**config.mk**
```make
export PLATFORM = sky130hd
export DESIGN_NAME = shifter_operand_stage
export DESIGN_NICKNAME = d
export VERILOG_FILES = /design/src/rtl/cpu_pkg.sv /design/src/rtl/operand_field_decode.sv /design/src/rtl/shifter_operand_stage.sv
export SDC_FILE = /design/constraint.sdc
export NUM_CORES = 1
export LEC_CHECK = 0
export ABC_AREA = 1
export CORE_UTILIZATION = 42
export CTS_CLUSTER_SIZE = 40
export DETAILED_ROUTE_END_ITERATION = 7
export PLACE_DENSITY = 0.82
export SETUP_SLACK_MARGIN = 0.15
export SYNTH_ARGS = -nofsm -noshare
export SYNTH_HDL_FRONTEND = slang
export SYNTH_HIERARCHICAL = 1
export SYNTH_SLANG_ARGS = --single-unit
```
**constraint.sdc**
```tcl
create_clock -name clk -period 1.67 [get_ports clk]
set_input_delay 0.167 -clock clk [delete_from_list [all_inputs] [get_ports clk]]
set_output_delay 0.167 -clock clk [all_outputs]
set_load 0.01 [all_outputs]
```
**src/rtl/cpu_pkg.sv**
```systemverilog
// -----------------------------------------------------------------------------
// cpu_pkg
// Shared definitions for the operand-fetch side of the datapath.
//   - OP_* : barrel-shifter operation codes. barrel_shifter decodes the same
//            values, so the encoding must not change here alone.
//   - state_t : FSM states of shifter_operand_stage.
//   - form_t : the operand-2 encoding class of a data-processing word.
//   - operand_t : decoded shifter operand bundle.
// -----------------------------------------------------------------------------
package cpu_pkg;

  // Barrel-shifter operation select. LSL..ROR match the two-bit ARM shift
  // type field with a zero prepended; RRX is the extra encoding.
  localparam logic [2:0] OP_LSL = 3'b000;
  localparam logic [2:0] OP_LSR = 3'b001;
  localparam logic [2:0] OP_ASR = 3'b010;
  localparam logic [2:0] OP_ROR = 3'b011;
  localparam logic [2:0] OP_RRX = 3'b100;

  // Operand stage FSM states.
  typedef enum logic [1:0] {
    S_IDLE = 2'd0,
    S_RS   = 2'd1,
    S_OUT  = 2'd2
  } state_t;

  // Operand-2 encoding classes.
  typedef enum logic [1:0] {
    FORM_IMM       = 2'd0,  // 8-bit immediate rotated by 2*rot
    FORM_IMM_SHIFT = 2'd1,  // Rm shifted by a 5-bit immediate
    FORM_REG_SHIFT = 2'd2,  // Rm shifted by Rs[7:0]
    FORM_ILLEGAL   = 2'd3   // bit4=1 and bit7=1: not an operand-2 encoding
  } form_t;

  // Decoded operand as it will be presented to the barrel shifter.
  typedef struct packed {
    form_t       form;
    logic [31:0] data;
    logic [31:0] value;
    logic [2:0]  op;
    logic        illegal;
  } operand_t;

  // Map the ARM shift-type field onto the shifter op encoding.
  function automatic logic [2:0] type_to_op(input logic [1:0] shift_type);
    return {1'b0, shift_type};
  endfunction

endpackage

```
**src/rtl/operand_field_decode.sv**
```systemverilog
// -----------------------------------------------------------------------------
// operand_field_decode
// Purely combinational decode of the operand-2 field of an ARM
// data-processing instruction into barrel-shifter operands.
//
// Ports
//   instr   in  32  instruction word being accepted
//   rm_data in  32  register-file value of Rm (instr[3:0])
//   operand out     decoded form, data, shift value, op and illegal flag
//   rs_addr out  4  Rs register number, used in the second cycle of a
//                   register-specified shift
//
// For the register-shift form the value field is left at 0; the actual
// shift amount arrives one cycle later from the Rs read and is filled in by
// the FSM owner.
// -----------------------------------------------------------------------------
import cpu_pkg::*;

module operand_field_decode (
  input  logic [31:0] instr,
  input  logic [31:0] rm_data,
  output operand_t    operand,
  output logic [3:0]  rs_addr
);

  logic [4:0] shift_imm;
  logic [1:0] shift_type;
  logic [3:0] rot;
  logic [7:0] imm8;
  logic       is_imm;
  logic       is_reg_shift;
  logic       bit7;

  // Condition, opcode, S, Rn and Rd are irrelevant to the operand path.
  logic unused_fields;

  assign shift_imm    = instr[11:7];
  assign shift_type   = instr[6:5];
  assign rot          = instr[11:8];
  assign imm8         = instr[7:0];
  assign is_imm       = instr[25];
  assign is_reg_shift = instr[4];
  assign bit7         = instr[7];
  assign rs_addr      = instr[11:8];
  assign unused_fields = ^{instr[31:26], instr[24:12]};

  always_comb begin
    operand = '0;

    if (is_imm) begin
      // Rotate amount is twice the 4-bit rot field.
      operand.form  = FORM_IMM;
      operand.data  = {24'b0, imm8};
      operand.value = {27'b0, rot, 1'b0};
      operand.op    = OP_ROR;
    end else if (!is_reg_shift) begin
      operand.form = FORM_IMM_SHIFT;
      operand.data = rm_data;
      unique case (shift_type)
        2'b00: begin
          // LSL #0 is a plain passthrough of Rm.
          operand.op    = OP_LSL;
          operand.value = {27'b0, shift_imm};
        end
        2'b01, 2'b10: begin
          // LSR #0 / ASR #0 encode a shift by 32.
          operand.op    = type_to_op(shift_type);
          operand.value = (shift_imm == 5'd0) ? 32'd32 : {27'b0, shift_imm};
        end
        default: begin
          // ROR #0 encodes RRX: rotate right by one through carry.
          if (shift_imm == 5'd0) begin
            operand.op    = OP_RRX;
            operand.value = 32'd1;
          end else begin
            operand.op    = OP_ROR;
            operand.value = {27'b0, shift_imm};
          end
        end
      endcase
    end else if (!bit7) begin
      operand.form = FORM_REG_SHIFT;
      operand.data = rm_data;
      operand.op   = type_to_op(shift_type);
    end else begin
      // Multiply / extra load-store space: flag it and pass Rm unshifted.
      operand.form    = FORM_ILLEGAL;
      operand.data    = rm_data;
      operand.op      = OP_LSL;
      operand.illegal = 1'b1;
    end
  end

endmodule

```
**src/rtl/shifter_operand_stage.sv**
```systemverilog
// -----------------------------------------------------------------------------
// shifter_operand_stage
// Pipeline stage that turns an ARM data-processing instruction into the
// operands of the barrel shifter. Reads Rm through a combinational
// register-file port at acceptance and, for register-specified shifts, reads
// Rs in a second cycle.
//
// Ports
//   clk             in   1  rising-edge clock
//   rst_n           in   1  synchronous active-low reset
//   in_valid        in   1  upstream offers an instruction
//   out_ready       out  1  instruction/carry accepted this cycle
//   in_instr        in  32  instruction word
//   in_carry        in   1  CPSR C flag
//   out_rf_addr     out  4  register-file read address
//   in_rf_data      in  32  register-file read data (same cycle)
//   in_flush        in   1  drop any in-flight operand
//   out_valid       out  1  shifter operands valid
//   in_ready        in   1  downstream consumes operands
//   out_shift_data  out 32  shifter data input
//   out_shift_value out 32  shifter shift amount
//   out_op_select   out  3  shifter operation
//   out_carry       out  1  C flag captured at acceptance
//   out_illegal     out  1  accepted word is not an operand-2 encoding
//
// Latency: 1 cycle for immediate / immediate-shift / illegal words, 2 cycles
// for register-specified shifts. With in_ready held high, a new word can be
// accepted in the same cycle the previous result is consumed.
// -----------------------------------------------------------------------------
import cpu_pkg::*;

module shifter_operand_stage (
  input  logic        clk,
  input  logic        rst_n,
  input  logic        in_valid,
  output logic        out_ready,
  input  logic [31:0] in_instr,
  input  logic        in_carry,
  output logic [3:0]  out_rf_addr,
  input  logic [31:0] in_rf_data,
  input  logic        in_flush,
  output logic        out_valid,
  input  logic        in_ready,
  output logic [31:0] out_shift_data,
  output logic [31:0] out_shift_value,
  output logic [2:0]  out_op_select,
  output logic        out_carry,
  output logic        out_illegal
);

  state_t      state_reg;
  state_t      state_next;

  logic [3:0]  rs_addr_reg;
  logic [31:0] data_reg;
  logic [31:0] value_reg;
  logic [2:0]  op_reg;
  logic        carry_reg;
  logic        illegal_reg;

  operand_t    dec_operand;
  logic [3:0]  dec_rs_addr;
  logic        accept;

  // ---------------------------------------------------------------------------
  // Field decode of the word being offered. Rm is read through out_rf_addr,
  // which points at in_instr[3:0] during an acceptance.
  // ---------------------------------------------------------------------------
  operand_field_decode u_decode (
    .instr   (in_instr),
    .rm_data (in_rf_data),
    .operand (dec_operand),
    .rs_addr (dec_rs_addr)
  );

  // ---------------------------------------------------------------------------
  // Handshake. Flush wins over everything except reset, so it also masks
  // out_ready: nothing is taken in the cycle the pipe is being cleared.
  // S_RS never accepts because the read port is busy fetching Rs.
  // ---------------------------------------------------------------------------
  always_comb begin
    out_ready = 1'b0;
    if (!in_flush) begin
      out_ready = (state_reg == S_IDLE) ||
                  ((state_reg == S_OUT) && in_ready);
    end
  end

  assign accept    = in_valid && out_ready;
  assign out_valid = (state_reg == S_OUT);

  // Read port: Rm on acceptance, Rs during S_RS, otherwise parked at 0.
  always_comb begin
    out_rf_addr = 4'd0;
    if (accept) begin
      out_rf_addr = in_instr[3:0];
    end else if (state_reg == S_RS) begin
      out_rf_addr = rs_addr_reg;
    end
  end

  // ---------------------------------------------------------------------------
  // Next-state logic
  // ---------------------------------------------------------------------------
  always_comb begin
    state_next = state_reg;
    unique case (state_reg)
      S_IDLE: begin
        if (accept) begin
          state_next = (dec_operand.form == FORM_REG_SHIFT) ? S_RS : S_OUT;
        end
      end
      S_RS: begin
        state_next = S_OUT;
      end
      S_OUT: begin
        if (accept) begin
          state_next = (dec_operand.form == FORM_REG_SHIFT) ? S_RS : S_OUT;
        end else if (in_ready) begin
          state_next = S_IDLE;
        end
      end
      default: begin
        state_next = S_IDLE;
      end
    endcase

    if (in_flush) begin
      state_next = S_IDLE;
    end
  end

  // ---------------------------------------------------------------------------
  // State and operand registers. Operand registers only change on an
  // acceptance or while fetching Rs, so they hold while out_valid is high
  // and downstream stalls. A flush only needs to return to S_IDLE: the
  // stale operand is invisible because out_valid drops.
  // ---------------------------------------------------------------------------
  always_ff @(posedge clk) begin
    if (!rst_n) begin
      state_reg   <= S_IDLE;
      rs_addr_reg <= 4'd0;
      data_reg    <= 32'd0;
      value_reg   <= 32'd0;
      op_reg      <= OP_LSL;
      carry_reg   <= 1'b0;
      illegal_reg <= 1'b0;
    end else begin
      state_reg <= state_next;
      if (accept) begin
        rs_addr_reg <= dec_rs_addr;
        data_reg    <= dec_operand.data;
        value_reg   <= dec_operand.value;
        op_reg      <= dec_operand.op;
        carry_reg   <= in_carry;
        illegal_reg <= dec_operand.illegal;
      end else if ((state_reg == S_RS) && !in_flush) begin
        // Register-specified amounts use only the bottom byte of Rs.
        value_reg <= {24'b0, in_rf_data[7:0]};
      end
    end
  end

  assign out_shift_data  = data_reg;
  assign out_shift_value = value_reg;
  assign out_op_select   = op_reg;
  assign out_carry       = carry_reg;
  assign out_illegal     = illegal_reg;

endmodule

```
# After elaboration in Yosys (flattened, before gate mapping)
# Cells that the tools add are included.
[word_totals]
word_cells = 49
regBits = 75
latchBits = 0
in_bits = 70
memories = 0
ramBits = 0
romBits = 0
[op_classes]
n_mul = 0
addsub = 0
n_mux = 22
n_lt_le_gt_ge = 0
div_mod_pow = 0
reduce_logical = 12
n_bitwise = 1
shifts = 0
n_eq_ne = 7
[op_table]
columns = ["operator", "count"]
rows = [
  ["32-bit two-way mux", 3],
  ["35-bit case mux with 2 select lines", 1],
  ["69-bit two-way mux", 1],
  ["34-bit two-way mux", 1],
  ["33-bit two-way mux", 1],
  ["2-bit two-way mux", 5],
  ["4-bit two-way mux", 2],
  ["8-bit two-way mux", 1],
  ["2-bit equality test (second input constant)", 3],
  ["6-bit two-way mux", 1],
  ["2-bit case mux with 3 select lines", 1],
  ["5-bit logical NOT", 1],
  ["2-bit by 1-bit equality test with 1-bit output (second input constant)", 2],
  ["2-bit logical NOT", 2],
  ["1-bit two-way mux", 4],
  ["2-bit OR reduction", 2],
  ["1-bit logical AND", 3],
  ["3-bit two-way mux", 1],
  ["3-bit by 1-bit != test with 1-bit output (second input constant)", 1],
  ["2-bit != test (second input constant)", 1],
  ["2-bit AND reduction", 1],
  ["2-bit nonzero test", 1],
  ["1-bit logical NOT", 1],
  ["1-bit logical OR", 1],
  ["1-bit NOT", 1],
]

# Longest topological paths before layout
[logic_depth]
word_depth = 9
mapped_depth = 10

# By module
# Netlist, hierarchy kept.
[modules_own_cells]
columns = ["module", "seq_area_each_um2", "cells_each", "n_inst", "area_each_um2"]
rows = [
  ["shifter_operand_stage", 1501.4, 407, 1, 3143.0],
  ["operand_field_decode", 0.0, 147, 1, 733.2],
]

# Worst setup path after synthesis
# No wires, ideal clock.
[synth_timing]
path_type = "flip-flop to output port"
startpoint = "register state_reg[0]"
endpoint = "output out_rf_addr[3]"
path_stages_with_launch = 6
t_arrival_ps = 1117
path_slack_ps = 386
cell_sequence = "dfxtp_1 > buf_4 > nor2_8 > nand3_4 > buf_2 > o22ai_1"
[synth_via]
elab_chain_cells = 6
[synth_lines]
columns = ["item", "line", "rtl"]
rows = [
  ["start: declaration", "shifter_operand_stage.sv:51", "state_t state_reg;"],
  ["start signal: assignment", "shifter_operand_stage.sv:149", "state_reg <= state_next;"],
  ["2-bit equality test", "shifter_operand_stage.sv:85", "((state_reg == S_OUT) && in_ready);"],
  ["1-bit logical AND", "shifter_operand_stage.sv:85", ""],
  ["1-bit logical OR", "shifter_operand_stage.sv:84", "out_ready = (state_reg == S_IDLE) ||"],
  ["1-bit two-way mux", "shifter_operand_stage.sv:83", "if (!in_flush) begin"],
  ["1-bit logical AND", "shifter_operand_stage.sv:89", "assign accept = in_valid && out_ready;"],
  ["4-bit two-way mux (*)", "shifter_operand_stage.sv:95", "if (accept) begin"],
  ["end: declaration", "shifter_operand_stage.sv:39", "output logic [3:0] out_rf_addr,"],
]
# Mark *: on every way between the ends. The rest lies on a longest branch, timed or not.

# Worst setup path in the final report
[layout_timing]
startpoint = "input in_valid"
endpoint = "output out_rf_addr[1]"
[layout_via]
elab_chain_cells = 2
[layout_lines]
columns = ["item", "line", "rtl"]
rows = [
  ["start: declaration", "shifter_operand_stage.sv:35", "input logic in_valid,"],
  ["1-bit logical AND", "shifter_operand_stage.sv:89", ""],
  ["4-bit two-way mux", "shifter_operand_stage.sv:95", ""],
]
# Every way passes these cells.

==> flow_summary.toml <==
[status]
run_status = "complete, but fails checks"
violations = "design-rule violations"

[timing]
final-hold-violation-count = 0
clock.fmax_ghz = 0.678
whs_ns = 0.381
totalNegativeSetupSlack_ns = 0
slew_viol_final = 0
layout_worst_path_cycle_share = 0.883
timing.final.setup_violations = 0
grt_setup_unrepaired = "true"
worst_clock_skew_ns = 0.00489
post-route-min-period_ns = 1.48

[detailed_routing]
drt_iter0_drc = 233
routed_wirelength_mm = 10.5
drt_pre_antenna_iters = 7
route.vias.total = 3858
routed_via_density = 4.91
wl_per_cell_um = 13.4
route.antenna.remaining_nets = 0
drt_drc_violations_left = 10

[clocking]
numClockSinks = 75
clkLatencyLatePin_ns = 0.34
htreeDepth = 3
ctsLongestPathBuffers = 2
clkTransAtPathRegs_ns = 0.07
tritoncts_clock_tree = "yes"
clock_tree.root_cell = "sky130_fd_sc_hd__clkbuf_8"
cts_inserted_buffers = 9
postCtsHoldBufs = 0

[worst_setup_path]
rrSetupSlack_ns = 0.24
timing.setup.critical_path_class = "in -> out"
cp.arrival_ns = 1.31
timing.critical_path.required_ns = 1.50
maximum_cell_stage_delay_along_the_critical_path_ns = 0.65
worstSetupEndpointType = "output port"
path_max_fanout = 6
startpoint_type = "input port"
critical_path.slowest_cell = "sky130_fd_sc_hd__clkdlybuf4s50_1"
cp_cell_sequence = "clkdlybuf4s50_1 -> nand3_4 -> nand2_1 -> o22ai_1 -> buf_2"

[placement]
dp_hpwl_mm = 7.40
buffer_ports.inserted = 125
finalWeightedCongestion = 0.911

[floorplan]
num_io_pins = 145
x_dimension_of_the_die_um = 98.1
fp.dieH_um = 98.1
initial_utilization = 0.438
core_region_area_mm2 = 0.00885
dieArea_mm2 = 0.00962
row_count = 34

[global_route]
grt_antenna_before_repair = 0
globalRouteMet3Util = 0.0623
globalRouteMet1Util = 0.261
met2_usage = 0.380
grt_start_max_net_pins = 51
grt-ovfl-total = 0
global_route.peak_usage_layer = "met2"
grt_pass1_vias = 3694
gr-usage-all-layers = 0.220
grt_first_pass_wirelength_mm = 17.3

[layout]
drive_gt1_frac = 0.0886
num_antenna_cells = 0
nets = 747
area_growth_syn_to_layout_pct = 39.3
finalCoreUtilization = 0.610
n_fill_cell = 799

[logic_synthesis]
synth-seq-area-share = 0.387
synth.avg_cell_area_um2 = 7.00
post_synth_instance_area_mm2 = 0.00388
ys_seq_elements = 75
ys_types = 26
postSynthCellCount = 554
yosys_warnings = 6

[hold_path]
worstHoldPathType = "in -> reg"

[flow_run]
maxCapViolations = 0

[power]
power.total_mw = 4.34
p_leak_nw = 2.31
cellPowerDensity_mw_per_mm2 = 804
peakVddDrop_uv = 621
-- cell families after synthesis --
| logic type | after synthesis | synth area share |
|---|---|---|
| DFF | 75 | 0.387 |
| buffers and inverters | 167 | 0.207 |
| other | 1 | 0.000967 |
| adders and majority gates | 4 | 0.0129 |
| and+or+nand+nor | 182 | 0.228 |
| AOI/OAI and AO/OA | 125 | 0.165 |
-- worst paths after layout --
check | cells after the start | from | to
setup / recovery | 5 | in_valid | out_rf_addr[1]
hold / removal | 6 | in_flush | rs_addr_reg[2]
setup reg to reg | 6 | state_reg[1] | out_shift_value[6]
hold reg to reg | 2 | out_shift_data[26] | out_shift_data[26]
-- timing repair --
item / in CTS / in global routing
pin swaps: 2 / 0
resized for setup: 25 / 18
setup endpoints to repair: 31 / 26
endpoints found under the hold margin: 0 / 0
buffers inserted: 1 / 0
gates cloned: 1 / 0
-- worst max-delay path: cells and delay by family --
kind | cells | cell delay, ns
buffers and inverters | 2 | 0.80
AO/OA/AOI/OAI | 1 | 0.07
AND/OR/NAND/NOR | 2 | 0.27
-- layout by cell type, fill, tap and decap left out, types with 3 or more instances in the layout --
| cell type | netlist | layout |
|---|---|---|
| sky130_fd_sc_hd__a21oi_1 | 71 | 71 |
| sky130_fd_sc_hd__dlymetal6s2s_1 | 0 | 3 |
| sky130_fd_sc_hd__nand3_1 | 37 | 37 |
| sky130_fd_sc_hd__clkdlybuf4s50_1 | 0 | 116 |
| sky130_fd_sc_hd__o22ai_1 | 4 | 4 |
| sky130_fd_sc_hd__nand4_1 | 42 | 42 |
| sky130_fd_sc_hd__clkbuf_8 | 0 | 10 |
| sky130_fd_sc_hd__nand2_1 | 52 | 50 |
| sky130_fd_sc_hd__buf_4 | 34 | 22 |
| sky130_fd_sc_hd__buf_6 | 4 | 3 |
| sky130_fd_sc_hd__buf_2 | 11 | 5 |
| sky130_fd_sc_hd__a21boi_1 | 0 | 3 |
| sky130_fd_sc_hd__o21ai_0 | 40 | 39 |
| sky130_fd_sc_hd__dfxtp_1 | 75 | 73 |
| sky130_fd_sc_hd__inv_2 | 3 | 4 |
| sky130_fd_sc_hd__inv_1 | 94 | 93 |
| sky130_fd_sc_hd__o21ai_1 | 7 | 8 |
| sky130_fd_sc_hd__nor3_1 | 3 | 3 |
| sky130_fd_sc_hd__conb_1 | 1 | 26 |
| sky130_fd_sc_hd__ha_1 | 4 | 4 |
| sky130_fd_sc_hd__nor2_1 | 43 | 41 |
-- where the power goes --
part	switching [mW]	total, mW	leakage, nW	internal, mW
clock	0.645	1.52	0.102	0.875
sequential	0.0572	1.95	0.617	1.89
combinational	0.432	0.872	1.60	0.440
-- through the flow --
stage	std cells	area (µm²)	worst slack, ns
2_1_floorplan	579	3970	0.386
3_3_place_gp	768	5140	-0.219
3_5_place_dp	768	5140	-0.237
4_1_cts	785	5380	0.0543
5_1_grt	785	5400	0.128
6_report	785	5400	0.195
-- cells in the mapped netlist (all sizes together) --
| cell type | count | area share |
|---|---|---|
| inv | 97 | 0.094 |
| dfxtp | 75 | 0.39 |
| a21oi | 71 | 0.092 |
| buf | 52 | 0.095 |
| nand2 | 52 | 0.050 |
| o21ai | 47 | 0.061 |
| nor2 | 44 | 0.047 |
| nand4 | 42 | 0.068 |
| nand3 | 39 | 0.055 |
| clkbuf | 18 | 0.018 |
| ha | 4 | 0.013 |
| o22ai | 4 | 0.0065 |
| a21boi | 3 | 0.0058 |
| nor3 | 3 | 0.0039 |
| conb | 1 | 0.00097 |
| nand3b | 1 | 0.0019 |
| nor3b | 1 | 0.0019 |
-- area by class of cell --
| type | count | area, µm² | share of cell area |
|---|---|---|---|
| clock inverters | 4 | 75.1 | 0.0139 |
| inverters | 97 | 364 | 0.0675 |
| multi-input cells | 338 | 1700 | 0.315 |
| clock buffers | 11 | 141 | 0.0262 |
| well taps | 108 | 135 | 0.0250 |
| repair buffers | 152 | 1470 | 0.273 |
| flip-flops and latches | 75 | 1510 | 0.280 |
-- per-layer routing --
metal | share of wire | wire, µm
met3 | 0.083 | 867
met5 | 0 | 0
met2 | 0.48 | 5080
met4 | 0.019 | 202
met1 | 0.41 | 4350
(Power assumes the default switching activity.)
